===== src/rtl/ucie_tx_fifo_writer_if.sv =====
// Stream-in / FIFO-write-port bundle for the TX FIFO packer.
// The slave modport is the packer; the master side is the upstream source plus the FIFO full flag.
interface ucie_tx_fifo_writer_if #(
    parameter int IN_WIDTH = 32,
    parameter int PACK     = 4
);
    localparam int WW = $clog2(PACK);

    logic                     in_valid;
    logic [IN_WIDTH-1:0]      in_data;
    logic                     in_last;
    logic                     in_ready;
    logic                     wfull;
    logic                     winc;
    logic [IN_WIDTH*PACK-1:0] wdata;
    logic [WW-1:0]            wwords;
    logic                     wlast;

    modport master (
        output in_valid, in_data, in_last, wfull,
        input  in_ready, winc, wdata, wwords, wlast
    );

    modport slave (
        input  in_valid, in_data, in_last, wfull,
        output in_ready, winc, wdata, wwords, wlast
    );
endinterface


===== src/rtl/ucie_tx_fifo_writer.sv =====
// Write-side packer for the TX async FIFO: gathers up to PACK stream words per entry
// and writes each entry with a single winc pulse gated by wfull.
module ucie_tx_fifo_writer #(
    parameter int IN_WIDTH  = 32,
    parameter int PACK      = 4,
    parameter int CNT_WIDTH = 16
) (
    input  logic                 w_clk,
    input  logic                 wrst,
    ucie_tx_fifo_writer_if.slave bus,
    output logic [CNT_WIDTH-1:0] pkt_cnt
);
    localparam int ENT_W = IN_WIDTH * PACK;
    localparam int IDX_W = $clog2(PACK);
    localparam logic [IDX_W-1:0] IDX_MAX = IDX_W'(PACK - 1);

    // Encoding is {acc_done, stg_valid}; 2'b10 is never entered.
    typedef enum logic [1:0] {
        IDLE    = 2'b00,
        STAGED  = 2'b01,
        BLOCKED = 2'b11
    } state_t;

    state_t state, state_nxt;

    logic             acc_done, stg_valid;
    logic [ENT_W-1:0] acc_data, acc_base, acc_merged, stg_data;
    logic [IDX_W-1:0] idx, wr_idx, stg_words;
    logic             acc_last, stg_last;
    logic             drain, stage_free, acc_move, handshake, entry_done;
    logic             mv_acc, ld_in;

    assign acc_done  = (state == BLOCKED);
    assign stg_valid = (state != IDLE);

    // Reset also masks drain so no entry is written in the reset cycle.
    assign drain      = stg_valid & ~bus.wfull & ~wrst;
    assign stage_free = ~stg_valid | drain;
    assign acc_move   = acc_done & stage_free;

    assign bus.in_ready = ~wrst & (~acc_done | stage_free);
    assign handshake    = bus.in_valid & bus.in_ready;

    // A word accepted alongside a held-entry move lands in slot 0 of the cleared accumulator.
    assign wr_idx     = acc_move ? '0 : idx;
    assign acc_base   = acc_move ? '0 : acc_data;
    assign entry_done = handshake & ((wr_idx == IDX_MAX) | bus.in_last);

    always_comb begin
        acc_merged = acc_base;
        for (int i = 0; i < PACK; i++) begin
            if (wr_idx == IDX_W'(i)) begin
                acc_merged[i*IN_WIDTH +: IN_WIDTH] = bus.in_data;
            end
        end
    end

    assign bus.winc   = drain;
    assign bus.wdata  = stg_data;
    assign bus.wwords = stg_words;
    assign bus.wlast  = stg_last;

    always_ff @(posedge w_clk) begin
        if (wrst) begin
            state <= IDLE;
        end else begin
            state <= state_nxt;
        end
    end

    always_comb begin
        state_nxt = state;
        mv_acc    = 1'b0;
        ld_in     = 1'b0;
        case (state)
            IDLE: begin
                if (entry_done) begin
                    ld_in     = 1'b1;
                    state_nxt = STAGED;
                end
            end
            STAGED: begin
                if (entry_done) begin
                    if (drain) begin
                        ld_in = 1'b1;
                    end else begin
                        state_nxt = BLOCKED;
                    end
                end else if (drain) begin
                    state_nxt = IDLE;
                end
            end
            BLOCKED: begin
                if (drain) begin
                    mv_acc    = 1'b1;
                    state_nxt = entry_done ? BLOCKED : STAGED;
                end
            end
            default: begin
                state_nxt = IDLE;
            end
        endcase
    end

    // Accumulator and stage registers
    always_ff @(posedge w_clk) begin
        if (wrst) begin
            acc_data  <= '0;
            idx       <= '0;
            acc_last  <= 1'b0;
            stg_data  <= '0;
            stg_words <= '0;
            stg_last  <= 1'b0;
            pkt_cnt   <= '0;
        end else begin
            if (bus.winc & stg_last) begin
                pkt_cnt <= pkt_cnt + 1'b1;
            end

            if (mv_acc) begin
                stg_data  <= acc_data;
                stg_words <= idx;
                stg_last  <= acc_last;
            end else if (ld_in) begin
                stg_data  <= acc_merged;
                stg_words <= wr_idx;
                stg_last  <= bus.in_last;
            end

            if (ld_in) begin
                acc_data <= '0;
                idx      <= '0;
                acc_last <= 1'b0;
            end else if (handshake) begin
                acc_data <= acc_merged;
                acc_last <= bus.in_last;
                idx      <= entry_done ? wr_idx : wr_idx + 1'b1;
            end else if (mv_acc) begin
                acc_data <= '0;
                idx      <= '0;
                acc_last <= 1'b0;
            end
        end
    end
endmodule


===== src/flat_wrapper.sv =====
// flat-port wrapper written by rule: the top's interface ports become plain ports
module ucie_tx_fifo_writer_flat 
#(
    parameter int IN_WIDTH  = 32,
    parameter int PACK      = 4,
    parameter int CNT_WIDTH = 16
)
  (w_clk, wrst, pkt_cnt, bus_in_valid, bus_in_data, bus_in_last, bus_wfull, bus_in_ready, bus_winc, bus_wdata, bus_wwords, bus_wlast);
  ucie_tx_fifo_writer_if #(.IN_WIDTH(IN_WIDTH), .PACK(PACK)) bus_i ();
  input  logic w_clk;
  input  logic wrst;
  output logic [CNT_WIDTH-1:0] pkt_cnt;
  input wire logic [$bits(bus_i.in_valid)-1:0] bus_in_valid;
  input wire logic [$bits(bus_i.in_data)-1:0] bus_in_data;
  input wire logic [$bits(bus_i.in_last)-1:0] bus_in_last;
  input wire logic [$bits(bus_i.wfull)-1:0] bus_wfull;
  output wire logic [$bits(bus_i.in_ready)-1:0] bus_in_ready;
  output wire logic [$bits(bus_i.winc)-1:0] bus_winc;
  output wire logic [$bits(bus_i.wdata)-1:0] bus_wdata;
  output wire logic [$bits(bus_i.wwords)-1:0] bus_wwords;
  output wire logic [$bits(bus_i.wlast)-1:0] bus_wlast;
  assign bus_i.in_valid = bus_in_valid;
  assign bus_i.in_data = bus_in_data;
  assign bus_i.in_last = bus_in_last;
  assign bus_i.wfull = bus_wfull;
  assign bus_in_ready = bus_i.in_ready;
  assign bus_winc = bus_i.winc;
  assign bus_wdata = bus_i.wdata;
  assign bus_wwords = bus_i.wwords;
  assign bus_wlast = bus_i.wlast;
  ucie_tx_fifo_writer #(.IN_WIDTH(IN_WIDTH), .PACK(PACK), .CNT_WIDTH(CNT_WIDTH)) u_core (.w_clk(w_clk), .wrst(wrst), .bus(bus_i), .pkt_cnt(pkt_cnt));
endmodule

===== config.mk =====
export PLATFORM = sky130hd
export DESIGN_NAME = ucie_tx_fifo_writer_flat
export DESIGN_NICKNAME = d
export VERILOG_FILES = /design/src/rtl/ucie_tx_fifo_writer_if.sv /design/src/rtl/ucie_tx_fifo_writer.sv /design/src/flat_wrapper.sv
export SDC_FILE = /design/constraint.sdc
export NUM_CORES = 1
export LEC_CHECK = 0
export CORE_ASPECT_RATIO = 0.9
export CORE_MARGIN = 2
export CORE_UTILIZATION = 54
export DETAILED_ROUTE_END_ITERATION = 7
export GPL_TIMING_DRIVEN = 0
export PLACE_DENSITY_LB_ADDON = 0.08
export RECOVER_POWER = 100
export SYNTH_ARGS = -nofsm -noshare
export SYNTH_HDL_FRONTEND = slang
export SYNTH_SLANG_ARGS = --single-unit

===== constraint.sdc =====
create_clock -name w_clk -period 4.4 [get_ports w_clk]
set_input_delay 0.44 -clock w_clk [delete_from_list [all_inputs] [get_ports w_clk]]
set_output_delay 0.44 -clock w_clk [all_outputs]
set_load 0.01 [all_outputs]

## Word level (Yosys, flattened, before mapping)

Index checks and enable logic that the tools add are counted.

| storage, ports and cells | value |
|---|---|
| input bits | 37 |
| word-level logic and storage cells | 71 |
| output and inout port bits | 149 |
| flip-flop bits (word level) | 280 |

| operators by class | value |
|---|---|
| equality and inequality tests | 9 |
| bitwise logic cells | 14 |
| reduce and logical (&&, ||, !) cells | 7 |
| add/sub/neg operators | 2 |
| multiplexer cells | 31 |

Operators by type and width:

| operator | count |
|---|---|
| 128-bit two-way mux | 5 |
| 32-bit two-way mux | 4 |
| 2-bit two-way mux | 12 |
| 16-bit by 1-bit adder with 16-bit output (second input constant) | 1 |
| 1-bit two-way mux | 8 |
| 1-bit bitwise AND | 7 |
| 2-bit equality test (second input constant) | 3 |
| 2-bit one-hot mux with 3 select lines | 1 |
| 2-bit nonzero test | 3 |
| 2-bit by 1-bit equality test with 1-bit output (second input constant) | 2 |
| 2-bit zero test | 2 |
| 2-bit by 1-bit != test with 1-bit output (second input constant) | 2 |
| 1-bit inverter | 4 |
| 4-bit AND reduction | 1 |
| 3-bit by 1-bit != test with 1-bit output (second input constant) | 1 |
| 3-bit != test (second input constant) | 1 |
| 1-bit bitwise OR | 3 |
| 2-bit by 1-bit adder with 2-bit output (second input constant) | 1 |
| 1-bit one-hot mux with 2 select lines | 1 |
| 2-bit OR reduction | 1 |

## Depth between registers and ports, before layout

Gate-level depths: netlist (run 1).

| depth | value |
|---|---|
| depth in word-level cells | 13 |
| gate-level depth with buffers | 13 |
| depth with buffers taken out | 8 |

## Least setup slack after synthesis (run 1)

Ideal clock, no wire load.

| path | value |
|---|---|
| path kind | input -> register |
| start | input wrst |
| end | register u_core.stg_data[64], in the netlist u_core.bus.wdata[64] |
| stages | 13 |
| setup time | 60 ps |
| required time | 4340 ps |
| buffers on the path | 5 |
| arrival time | 3139 ps |
| slack | 1202 ps |
| cells stage by stage | buf_4 > and4bb_2 > clkbuf_1 > clkbuf_1 > nand2b_1 > inv_1 > ha_1 > o21a_1 > o21a_1 > nor2_1 > clkbuf_1 > clkbuf_1 > a221o_1 |

| on the way | value |
|---|---|
| cells in the longest elaborated chain, start to end | 11 |

Ends and longest elaborated chain:

| element | RTL line | text |
|---|---|---|
| start, declared | flat_wrapper.sv:11 | `input logic wrst;` |
| 1-bit inverter | ucie_tx_fifo_writer.sv:37, ucie_tx_fifo_writer.sv:41 |  |
| 1-bit bitwise AND | ucie_tx_fifo_writer.sv:37 | `assign drain = stg_valid & ~bus.wfull & ~wrst;` |
| 1-bit bitwise OR | ucie_tx_fifo_writer.sv:38 | `assign stage_free = ~stg_valid \| drain;` |
| 1-bit bitwise AND | ucie_tx_fifo_writer.sv:39 | `assign acc_move = acc_done & stage_free;` |
| 2-bit two-way mux | ucie_tx_fifo_writer.sv:45 | `assign wr_idx = acc_move ? '0 : idx;` |
| 2-bit equality test | ucie_tx_fifo_writer.sv:47 | `assign entry_done = handshake & ((wr_idx == IDX_MAX) \| bus.in_last);` |
| 1-bit bitwise OR | ucie_tx_fifo_writer.sv:47 |  |
| 1-bit bitwise AND | ucie_tx_fifo_writer.sv:47 |  |
| 1-bit two-way mux, on equally long branches | ucie_tx_fifo_writer.sv:83, ucie_tx_fifo_writer.sv:77 |  |
| 1-bit one-hot mux with 2 select lines | ucie_tx_fifo_writer.sv:75 | `case (state)` |
| 2-bit nonzero test (no source line) | - |  |
| end signal, assigned | ucie_tx_fifo_writer.sv:121 | `stg_data <= acc_data;` |
| end signal, assigned | ucie_tx_fifo_writer.sv:125 | `stg_data <= acc_merged;` |
| end, declared | ucie_tx_fifo_writer.sv:27 | `logic [ENT_W-1:0] acc_data, acc_base, acc_merged, stg_data;` |

Several ways; a longest one is shown, not always the timed one. The select of a mux whose other input is x is not followed.
A chain may end at the register's enable or synchronous reset.

## Final worst setup path (run 1)

| path | value |
|---|---|
| start | register u_core.state[0] |
| end | register u_core.stg_data[67], in the netlist u_core.bus.wdata[67] |

| on the way | value |
|---|---|
| cells in the longest elaborated chain, start to end | 12 |

Ends and longest elaborated chain:

| element | RTL line | text |
|---|---|---|
| start, declared | ucie_tx_fifo_writer.sv:24 | `state_t state, state_nxt;` |
| start signal, assigned | ucie_tx_fifo_writer.sv:67 | `state <= state_nxt;` |
| 2-bit nonzero test | ucie_tx_fifo_writer.sv:34 | `assign stg_valid = (state != IDLE);` |
| 1-bit bitwise AND (2 in a row) | ucie_tx_fifo_writer.sv:37 |  |
| 1-bit bitwise OR | ucie_tx_fifo_writer.sv:38 |  |
| 1-bit bitwise AND | ucie_tx_fifo_writer.sv:39 |  |
| 2-bit two-way mux | ucie_tx_fifo_writer.sv:45 |  |
| 2-bit equality test | ucie_tx_fifo_writer.sv:47 |  |
| 1-bit bitwise OR | ucie_tx_fifo_writer.sv:47 |  |
| 1-bit bitwise AND | ucie_tx_fifo_writer.sv:47 |  |
| 1-bit two-way mux, on equally long branches | ucie_tx_fifo_writer.sv:83, ucie_tx_fifo_writer.sv:77 |  |
| 1-bit one-hot mux with 2 select lines | ucie_tx_fifo_writer.sv:75 |  |
| 2-bit nonzero test (no source line) | - |  |

Several ways; a longest one is shown, not always the timed one. The select of a mux whose other input is x is not followed.

==> flow_metrics.env, run 1 <==
export IMPL_clock_skew_ns=0.008760
export IMPL_hold_viol=0
export IMPL_h_tree_depth=1
export IMPL_cts_path_max_buffers=3
export IMPL_area_delta_synth_final_pct=24.99
export IMPL_power_leakage_nw=5.825
export IMPL_synth_main_ff_cell="dfxtp_1"
export IMPL_fill_cells=1658
export IMPL_numCtsBuffers=28
export IMPL_grt_max_degree=15
export IMPL_avgRoutedWirePerCell_um=18.45
export IMPL_io_buffer_count=151
export IMPL_grt_pass1_vias=8806
export IMPL_antenna_found_initial=0
export IMPL_die_x_um=158.5
export IMPL_ys_warn_count=0
export IMPL_worst_slew_pin_slew_ns=0.8072
export IMPL_ys_seq_area_frac=0.4833
export IMPL_grt_pass1_wl_um=47910
export IMPL_stdcell_count=1662
export IMPL_diodes=0
export IMPL_cts_tree="built"
export IMPL_finalNetCount=1399
export IMPL_clk_latency_ns=0.54
export IMPL_powerDensity_mw_per_mm2=381.1
export IMPL_dieArea_sq_mm=0.02267
export IMPL_r2r_slack_ns=0.15
export IMPL_synth_area_sq_mm=0.01160
export IMPL_finalSetupViolations=0
export IMPL_worst_setup_path_type="reg2reg"
export IMPL_crit_fanout=10
export IMPL_vdd_drop_max_mv=0.3054
export IMPL_synth_edf_count=0
export IMPL_routed_wl_um=30660
export IMPL_cp_top_family="buffers and inverters"
export IMPL_async_reset_ff_frac=0
export IMPL_gp_congestion=0.8226
export IMPL_drive_gt1_frac=0.05451
export IMPL_viasPerCell=5.492
export IMPL_vias=9128
export IMPL_drv_cap=0
export IMPL_crit_required_ns=4.87
export IMPL_synthCells=1176
export IMPL_drt_initial_drc_count=577
export IMPL_min_period_ns=4.252
export IMPL_clk_pin_slew_ns=0.06
export IMPL_min_path_type="in2reg"
export IMPL_rsz0062_at_grt="false"
export IMPL_core_area_sq_mm=0.02096
export IMPL_fp_dieH_um=143.0
export IMPL_path_cells="buf_6, and4bb_2, clkbuf_1, clkbuf_1, nand2b_1, inv_1, ha_1, o21a_1, o21a_1, nor2_1, clkbuf_1, clkbuf_1, a221o_1"
export IMPL_avgSynthCellArea_sq_um=9.863
export IMPL_finalCoreUtilization=0.6918
export IMPL_status="finished, final reports clean"
export IMPL_num_io_pins=186
export IMPL_netlist_top_cells_area="dfxtp_1 48%, nor2b_1 12%, mux2i_1 11%"
export IMPL_start_kind="flip-flop"
export IMPL_overflow=0
export IMPL_fmax_mhz=235.2
export IMPL_worst_setup_path_end_kind="flip-flop"
export IMPL_cts_resized=0
export IMPL_seqCellArea_sq_mm=0.005605
export IMPL_ys_seq_elements=280
export IMPL_cp_slowest_stage_delay_ns=0.58
export IMPL_dp_hpwl_um=21280
export IMPL_synth_top_area_cell="dfxtp_1"
export IMPL_synth_top_area_share=0.4833
export IMPL_post_cts_buffers=0
export IMPL_track_usage=0.2679
export IMPL_cp_common_cell="clkbuf_1"
export IMPL_drc=0
export IMPL_cp_num_buf_inv=6
export IMPL_slew_headroom=0.4619
export IMPL_final_max_slew_viol_count=0
export IMPL_crit_arrival_ns=4.73
export IMPL_post_route_period_util=0.9663
export IMPL_cpMaxStageDelayCell="clkbuf_1"
export IMPL_cts_sink_count=280
export IMPL_root_buffer="clkbuf_16"
export IMPL_synth_nets=1218
export IMPL_start_util=0.5534
export IMPL_first_pass_iters=5
export IMPL_rows=50
export IMPL_multi_input_area_sq_mm=0.005439
export IMPL_cts_hold_buf=0
export IMPL_yosysUniqueCellTypes=46
export IMPL_placed_cells=1613
export IMPL_ant_nets=0
==> cell usage in the layout, fill, tap and decap left out, types with 2 or more instances in the layout <==
cell	n
dfxtp_1	280
nor2b_1	225
dlygate4sd3_1	149
nor2_1	146
mux2i_1	132
a221o_1	128
clkbuf_1	107
and2_1	36
clkbuf_16	29
buf_2	18
a21oi_1	11
nand3_1	7
nand2_1	6
o21ai_0	6
or3_1	6
xnor2_1	6
bufinv_16	6
clkbuf_8	6
and3_1	5
inv_1	5
ha_1	5
clkinv_2	5
nand4_1	4
nor4b_1	4
o21a_1	3
clkbuf_2	3
nor4_1	3
o311ai_0	2
o41ai_1	2
nand3b_1	2
buf_6	2
buf_4	2
o31ai_1	2
or4_1	2
xor2_1	2
clkdlybuf4s50_1	2
==> metrics by stage <==
stage                     instance area (sq um)  power [W]  setup WS, ns  TNS [ns]  hold WS (ns)
after CTS                                 14500   0.005555       0.02828         0        0.2861
after global routing                      14500   0.005677       0.03957         0        0.3004
final                                     14500   0.005525        0.1485         0        0.3023
after detailed placement                  13470   0.002953       -0.1911    -6.604        0.4666
after global placement                    13470   0.002950       -0.1349    -2.585        0.4472
after floorplan                           11600   0.002826         1.202         0        0.4557
==> worst register-to-register path, cell delays in order (launching register included) <==
cell and delay [ns]:
dfxtp_1 0.32, buf_6 0.12, and4bb_2 0.22, clkbuf_1 0.41, clkbuf_1 0.59, nand2b_1 0.28
inv_1 0.09, ha_1 0.26, o21a_1 0.22, o21a_1 0.25, nor2_1 0.18, clkbuf_1 0.56
clkbuf_1 0.47, a221o_1 0.24
==> cell type report <==
class | count | area share
flip-flops and latches | 280 | 0.3866
multi-input cells | 761 | 0.3752
repair buffers | 151 | 0.1043
clock buffers | 37 | 0.05627
plain buffers | 130 | 0.03702
well taps | 286 | 0.02468
clock inverters | 12 | 0.01467
inverters | 5 | 0.001295
==> kinds of logic after synthesis <==
group | share of synthesized area
adder cells (fa/ha/maj) | 0.006257
buffers and inverters | 0.04779
XOR/XNOR | 0.006041
AND/OR/NAND/NOR | 0.2137
AO/OA/AOI/OAI | 0.1280
flip-flops | 0.4833
multiplexers | 0.1149
==> state kept, by name, indices dropped and copies added, names as in the netlist <==
register           cells
u_core.acc_data      128
u_core.acc_last        1
u_core.bus.wdata     128
u_core.bus.wlast       1
u_core.bus.wwords      2
u_core.idx             2
u_core.pkt_cnt        16
u_core.state           2
==> power breakdown <==
part | internal, W | leakage, nW | switching, W
Combinational | 0.000102 | 3.06 | 0.000200
Clock | 0.00164 | 0.507 | 0.000988
Sequential | 0.00257 | 2.26 | 0.0000200
==> metal layers <==
| layer | vias up | track usage | part of all wire |
|---|---|---|---|
| met5 | - | 0 | 0 |
| met4 | 0 | 0.05642 | 0.012 |
| met3 | 28 | 0.04219 | 0.054 |
| met2 | 233 | 0.4265 | 0.46 |
| met1 | 4423 | 0.3858 | 0.48 |
| li1 | 4444 | - | - |
==> path summary, 6_finish.rpt <==
check,cells after the start,from,end
min,4,bus_wfull,u_core.state[0]
max,13,u_core.state[0],u_core.bus.wdata[67]
min reg2reg,1,u_core.pkt_cnt[15],u_core.pkt_cnt[15]
max reg2reg,13,u_core.state[0],u_core.bus.wdata[67]
==> synth_stat cells (3+ instances only) <==
master    instances
dfxtp_1         280
nor2b_1         225
nor2_1          146
mux2i_1         132
a221o_1         128
clkbuf_1        105
and2_1           37
buf_2            19
a21oi_1          11
nand3_1           7
nand2_1           6
o21ai_0           6
or3_1             6
xnor2_1           6
and3_1            5
ha_1              5
inv_1             5
nand4_1           4
nor4b_1           4
nor4_1            3
o21a_1            3
(Power assumes the default switching activity.)
==> run 2, diff against run 1 <==
--- a/config.mk
+++ b/config.mk
@@ -5,11 +5,13 @@
 export SDC_FILE = /design/constraint.sdc
 export NUM_CORES = 1
 export LEC_CHECK = 0
+export ABC_AREA = 1
 export CORE_ASPECT_RATIO = 0.9
 export CORE_MARGIN = 2
-export CORE_UTILIZATION = 54
+export CORE_UTILIZATION = 55
 export DETAILED_ROUTE_END_ITERATION = 7
 export GPL_TIMING_DRIVEN = 0
+export MAX_ROUTING_LAYER = met4
 export PLACE_DENSITY_LB_ADDON = 0.08
 export RECOVER_POWER = 100
 export SYNTH_ARGS = -nofsm -noshare
==> flow_metrics.env, run 2 <==
export IMPL_ys_seq_area_frac=0.3792
export IMPL_synth_edf_count=0
export IMPL_synth_xor_area_frac=0.002370
export IMPL_worst_setup_path_end_kind="flip-flop"
export IMPL_synth_nets=2461
export IMPL_clk_pin_slew_ns=0.06
export IMPL_synth_adder_area_share=0.004233
export IMPL_final_max_slew_viol_count=0
export IMPL_rsz0062_at_grt="false"
export IMPL_cts_path_max_buffers=3
export IMPL_worst_setup_path_type="in2reg"
export IMPL_cts_tree="built"
export IMPL_drive_gt1_frac=0.04516
export IMPL_whs_endpoint="u_core.state[1]"
export IMPL_layout_common_cells="819 x nand2_1, 286 x inv_1, 280 x dfxtp_1, 268 x a21oi_1, 253 x o21ai_0"
export IMPL_synth_top_family_by_area="simple AND/OR/NAND/NOR gates"
export IMPL_synth_most_common_cell="nand2_1"
export IMPL_synth_top_area_share=0.3792
export IMPL_ys_warn_count=0
export IMPL_grt_pass1_vias=15013
export IMPL_finalCoreUtilization=0.6848
export IMPL_netlist_top_cells_area="dfxtp_1 38%, nand2_1 21%, a21oi_1 9.1%"
export IMPL_grt_max_degree=15
export IMPL_overflow=0
export IMPL_cts_resized=0
export IMPL_ant_nets=0
export IMPL_start_util=0.5625
export IMPL_dpl_instance_area_sq_mm=0.01706
export IMPL_die_x_um=176.8
export IMPL_drt_initial_drc_count=1500
export IMPL_fin_setup_tns_ns=0
export IMPL_drv_cap=0
export IMPL_ys_seq_elements=280
export IMPL_antenna_found_initial=0
export IMPL_hold_viol=0
export IMPL_finalNetCount=2677
export IMPL_r2r_end="u_core.acc_data[55]"
export IMPL_r2r_start="u_core.state[1]"
export IMPL_vdd_drop_max_mv=0.2747
export IMPL_holdPathStages=5
export IMPL_final_cell_area_sq_mm=0.01799
export IMPL_first_pass_iters=8
export IMPL_clk_latency_ns=0.57
export IMPL_crit_required_ns=4.85
export IMPL_start_kind="input pin"
export IMPL_min_path_type="in2reg"
export IMPL_avgRoutedWirePerCell_um=16.81
export IMPL_crit_fanout=10
export IMPL_track_usage=0.3525
export IMPL_synth_main_ff_cell="dfxtp_1"
export IMPL_min_period_ns=3.716
export IMPL_core_area_sq_mm=0.02628
export IMPL_num_io_pins=186
export IMPL_status="finished, final reports clean"
export IMPL_dieArea_sq_mm=0.02820
export IMPL_async_reset_ff_frac=0
export IMPL_numCtsBuffers=30
export IMPL_synth_mux_area_frac=0
export IMPL_fin_hold_ws_ns=0.4220
export IMPL_synth_common_cells="817 x nand2_1, 286 x inv_1, 280 x dfxtp_1"
export IMPL_avgSynthCellArea_sq_um=6.110
export IMPL_r2r_slack_ns=0.87
export IMPL_vias=16704
export IMPL_cts_sink_count=280
export IMPL_rr_worst_depth=12
export IMPL_area_delta_synth_final_pct=21.74
export IMPL_slew_headroom=0.1398
export IMPL_power_leakage_nw=8.165
export IMPL_synthCells=2419
export IMPL_cts_hold_buf=0
export IMPL_grt_pass1_wl_um=77030
export IMPL_synth_area_sq_mm=0.01478
export IMPL_viasPerCell=5.557
export IMPL_powerDensity_mw_per_mm2=313.9
export IMPL_synth_compound_area_frac=0.1817
export IMPL_post_route_period_util=0.8445
export IMPL_yosysUniqueCellTypes=26
export IMPL_gp_congestion=0.9573
export IMPL_root_buffer="clkbuf_16"
export IMPL_crit_arrival_ns=4.17
export IMPL_layout_commonest_cell="nand2_1"
export IMPL_rows=56
export IMPL_fmax_mhz=269.1
export IMPL_io_buffer_count=184
export IMPL_synth_top_area_cell="dfxtp_1"
export IMPL_h_tree_depth=1
export IMPL_clock_skew_ns=0.01378
export IMPL_drc=0
export IMPL_hold_path_startpoint="wrst"
export IMPL_dp_hpwl_um=34890
export IMPL_worst_slew_pin_slew_ns=1.290
export IMPL_finalSetupViolations=0
export IMPL_post_cts_buffers=0
export IMPL_routed_wl_um=50520
export IMPL_fp_dieH_um=159.5
export IMPL_yosys_area_share_simple=0.3058
==> run 2: cell count changes in the layout (fill, tap and decap cells not counted), moves of 41 or more <==
cell,previous run,this run
o21ai_0,6,253
mux2i_1,132,0
a21oi_1,11,268
a221o_1,128,0
inv_1,5,286
nand3_1,7,137
nor2b_1,225,0
buf_2,18,59
nand2_1,6,819
==> run 2: kinds of logic after synthesis <==
logic type | Yosys count
AND/OR/NAND/NOR | 1134
AO/OA/AOI/OAI | 536
buffers and inverters | 460
flip-flops | 280
adder cells (fa/ha/maj) | 5
XOR/XNOR | 4
==> run 2: through the flow <==
stage / total power [W] / instances / worst slack [ns]
global route: 0.005786 / 3005 / 0.4269
global placement: 0.003103 / 2951 / 0.5691
detailed placement: 0.003112 / 2951 / 0.5339
CTS: 0.005642 / 3005 / 1.109
floorplan: 0.002900 / 2419 / 2.009
finish: 0.005648 / 3006 / 0.6844
==> run 2: final cells by class <==
type                            count  area, sq um
Fill cell                        2400         8282
Multi-Input combinational cell   1679         7258
Sequential cell                   280         5605
Timing Repair Buffer              184         1842
Inverter                          287         1077
Clock buffer                       47        875.8
Buffer                            173        787.0
Tap cell                          348        435.4
Clock inverter                      7        110.1
Antenna cell                        1        2.502
==> run 2: worst max-delay path by stage <==
stage / start / endpoint / slack, ns / depth (start not counted)
2_1_floorplan: wrst / u_core.bus.wdata[100] / 2.01 / 14
3_3_place_gp: bus_wfull / u_core.bus.wdata[125] / 0.57 / 14
3_5_place_dp: bus_wfull / u_core.bus.wdata[121] / 0.53 / 14
4_1_cts: bus_wfull / u_core.bus.wdata[121] / 1.11 / 14
5_1_grt: bus_wfull / u_core.acc_data[30] / 0.43 / 14
6_report: bus_wfull / u_core.acc_data[55] / 0.68 / 14
==> run 2: report_power, final <==
| group | total, W | switching, W | internal [W] |
|---|---|---|---|
| logic | 0.000481 | 0.000339 | 0.000142 |
| clock network | 0.00258 | 0.00105 | 0.00153 |
| registers | 0.00258 | 0.0000174 | 0.00257 |
| total | 0.00565 | 0.00141 | 0.00424 |
==> run 2: routing by layer <==
| layer | GRT usage | wire (um) | vias to the layer above |
|---|---|---|---|
| met2 | 0.5256 | 21770 | 807 |
| met1 | 0.4498 | 20410 | 7644 |
| met5 | - | 0 | - |
| met3 | 0.05325 | 4714 | 224 |
| met4 | 0.2134 | 3628 | 0 |
| li1 | - | - | 8029 |
==> run 2: critical path, stage by stage <==
cell           delay, ns
dlygate4sd3_1       0.61
nor2_1              0.10
nand3_1             0.29
clkbuf_1            0.47
nand2_1             0.24
inv_1               0.13
ha_1                0.17
nor2_1              0.06
nor2_1              0.23
nand3_1             0.35
nand2_1             0.33
buf_2               0.35
buf_2               0.31
a21oi_1             0.07
==> run 3, diff against run 2 <==
==> constraint.sdc (replaced) <==
create_clock -name w_clk -period 3.55 [get_ports w_clk]
set_input_delay 0.355 -clock w_clk [delete_from_list [all_inputs] [get_ports w_clk]]
set_output_delay 0.355 -clock w_clk [all_outputs]
set_load 0.01 [all_outputs]
==> flow_metrics.env, run 3 (synthesis gave the netlist of run 2 again) <==
export IMPL_clock_skew_ns=0.01506
export IMPL_start_kind="input pin"
export IMPL_area_delta_synth_final_pct=21.76
export IMPL_cts_sink_count=280
export IMPL_cts_path_max_buffers=3
export IMPL_min_period_ns=3.362
export IMPL_dp_hpwl_um=34890
export IMPL_layout_common_cells="819 x nand2_1, 286 x inv_1, 280 x dfxtp_1, 268 x a21oi_1, 252 x o21ai_0"
export IMPL_placed_cells=2951
export IMPL_numCtsBuffers=30
export IMPL_rows=56
export IMPL_clk_latency_ns=0.57
export IMPL_clock_power_share=0.457
export IMPL_avgRoutedWirePerCell_um=16.79
export IMPL_layout_commonest_cell="nand2_1"
export IMPL_power_w=0.006999
export IMPL_finalNetCount=2677
export IMPL_cts_hold_buf=0
export IMPL_post_route_period_util=0.9469
export IMPL_h_tree_depth=1
export IMPL_cts_resized=0
export IMPL_stdcell_count=3005
export IMPL_vias=16746
export IMPL_ant_nets=0
export IMPL_swShare=0.2496
export IMPL_place_ws_ns=-0.2311
export IMPL_fin_hold_ws_ns=0.3283
export IMPL_worst_setup_path_end_kind="flip-flop"
export IMPL_crit_required_ns=3.98
export IMPL_routed_wl_um=50460
export IMPL_cp_slowest_stage_delay_ns=0.54
export IMPL_fp_dieH_um=159.5
export IMPL_core_area_sq_mm=0.02628
export IMPL_drc=0
export IMPL_fin_setup_tns_ns=0
export IMPL_clk_pin_slew_ns=0.06
export IMPL_worst_setup_path_type="in2reg"
export IMPL_worst_slew_pin_slew_ns=1.292
export IMPL_dieArea_sq_mm=0.02820
export IMPL_post_cts_buffers=0
export IMPL_rsz0062_at_grt="false"
export IMPL_p_sw_w=0.001747
export IMPL_grt_pass1_wl_um=77030
export IMPL_powerDensity_mw_per_mm2=388.9
export IMPL_slew_headroom=0.1387
export IMPL_fin_ws_ns=0.1884
export IMPL_combPwrFrac=0.085
export IMPL_status="finished, final reports clean"
export IMPL_crit_fanout=10
export IMPL_final_max_slew_viol_count=0
export IMPL_vdd_drop_max_mv=0.3400
export IMPL_cpMaxStageDelayCell="clkdlybuf4s50_1"
export IMPL_root_buffer="clkbuf_16"
export IMPL_viasPerCell=5.573
export IMPL_crit_arrival_ns=3.79
export IMPL_power_leakage_nw=8.158
export IMPL_fmax_mhz=297.5
export IMPL_track_usage=0.3525
export IMPL_path_cells="clkdlybuf4s50_1, nor2_1, nand3_4, clkbuf_1, nand2_1, inv_1, ha_1, clkbuf_1, clkbuf_1, nor2_1, o21ai_0, o21ai_0, nand2_1, a21oi_1"
export IMPL_p_int_w=0.005252
export IMPL_cp_common_cell="clkbuf_1"
export IMPL_overflow=0
export IMPL_cts_tree="built"
export IMPL_drv_cap=0
export IMPL_num_io_pins=186
export IMPL_finalSetupViolations=0
export IMPL_drive_gt1_frac=0.04441
export IMPL_diodes=0
export IMPL_io_buffer_count=184
export IMPL_antenna_found_initial=0
export IMPL_drt_initial_drc_count=1520
export IMPL_gp_congestion=0.9573
export IMPL_seqPwrFrac=0.458
export IMPL_hold_viol=0
export IMPL_first_pass_iters=6
export IMPL_min_path_type="in2reg"
export IMPL_grt_max_degree=15
export IMPL_grt_pass1_vias=15013
export IMPL_die_x_um=176.8
export IMPL_start_util=0.5625
-- run 3: changes by cell type in the layout (fill, tap and decap cells not counted), moves of 4 or more --
cell | before | now
clkbuf_1 | 100 | 105
clkbuf_2 | 0 | 13
buf_4 | 15 | 11
buf_2 | 59 | 46
-- run 3: cell type report --
cell class                      instances  area [sq um]
Buffer                                173         772.0
Clock buffer                           47         875.8
Tap cell                              348         435.4
Inverter                              287          1077
Sequential cell                       280          5605
Fill cell                            2401          8279
Timing Repair Buffer                  184          1842
Clock inverter                          7         110.1
Multi-Input combinational cell       1679          7278
-- run 3: critical path, delay by kind of cell --
kind            cells  cell delay, ns
simple gates        5            0.74
buf+inv             5            2.11
fa+ha+maj           1            0.17
compound gates      3            0.40
-- run 3: worst paths after layout --
kind                            slack, ns  depth (start not counted)           startpoint                     to
worst min register to register       0.46                          2  u_core.acc_data[78]    u_core.acc_data[78]
worst min-delay path                 0.33                          6                 wrst        u_core.state[0]
worst max-delay path                 0.19                         14            bus_wfull  u_core.bus.wdata[112]
worst max register to register       0.22                         12      u_core.state[1]  u_core.bus.wdata[112]
-- run 3: stage by stage --
step	cell area [sq um]	utilization
finish	18000	0.6849
global route	18000	0.6849
floorplan	14780	-
global placement	17060	0.6492
CTS	18040	0.6867
detailed placement	17060	0.6492
-- run 3: layer usage --
layer | GRT usage | part of all wire | vias to the layer above
li1 | - | - | 8032
met2 | 0.5256 | 0.43 | 837
met1 | 0.4498 | 0.39 | 7660
met3 | 0.05325 | 0.10 | 217
met5 | - | 0 | -
met4 | 0.2134 | 0.074 | 0
-- run 3: power by group through the flow --
stage	Clock [W]	Combinational (W)	Sequential, W
2_1_floorplan	0	0.000318	0.00328
3_3_place_gp	0	0.000575	0.00327
3_5_place_dp	0	0.000584	0.00327
4_1_cts	0.00320	0.000588	0.00320
5_1_grt	0.00333	0.000636	0.00321
6_report	0.00320	0.000597	0.00320
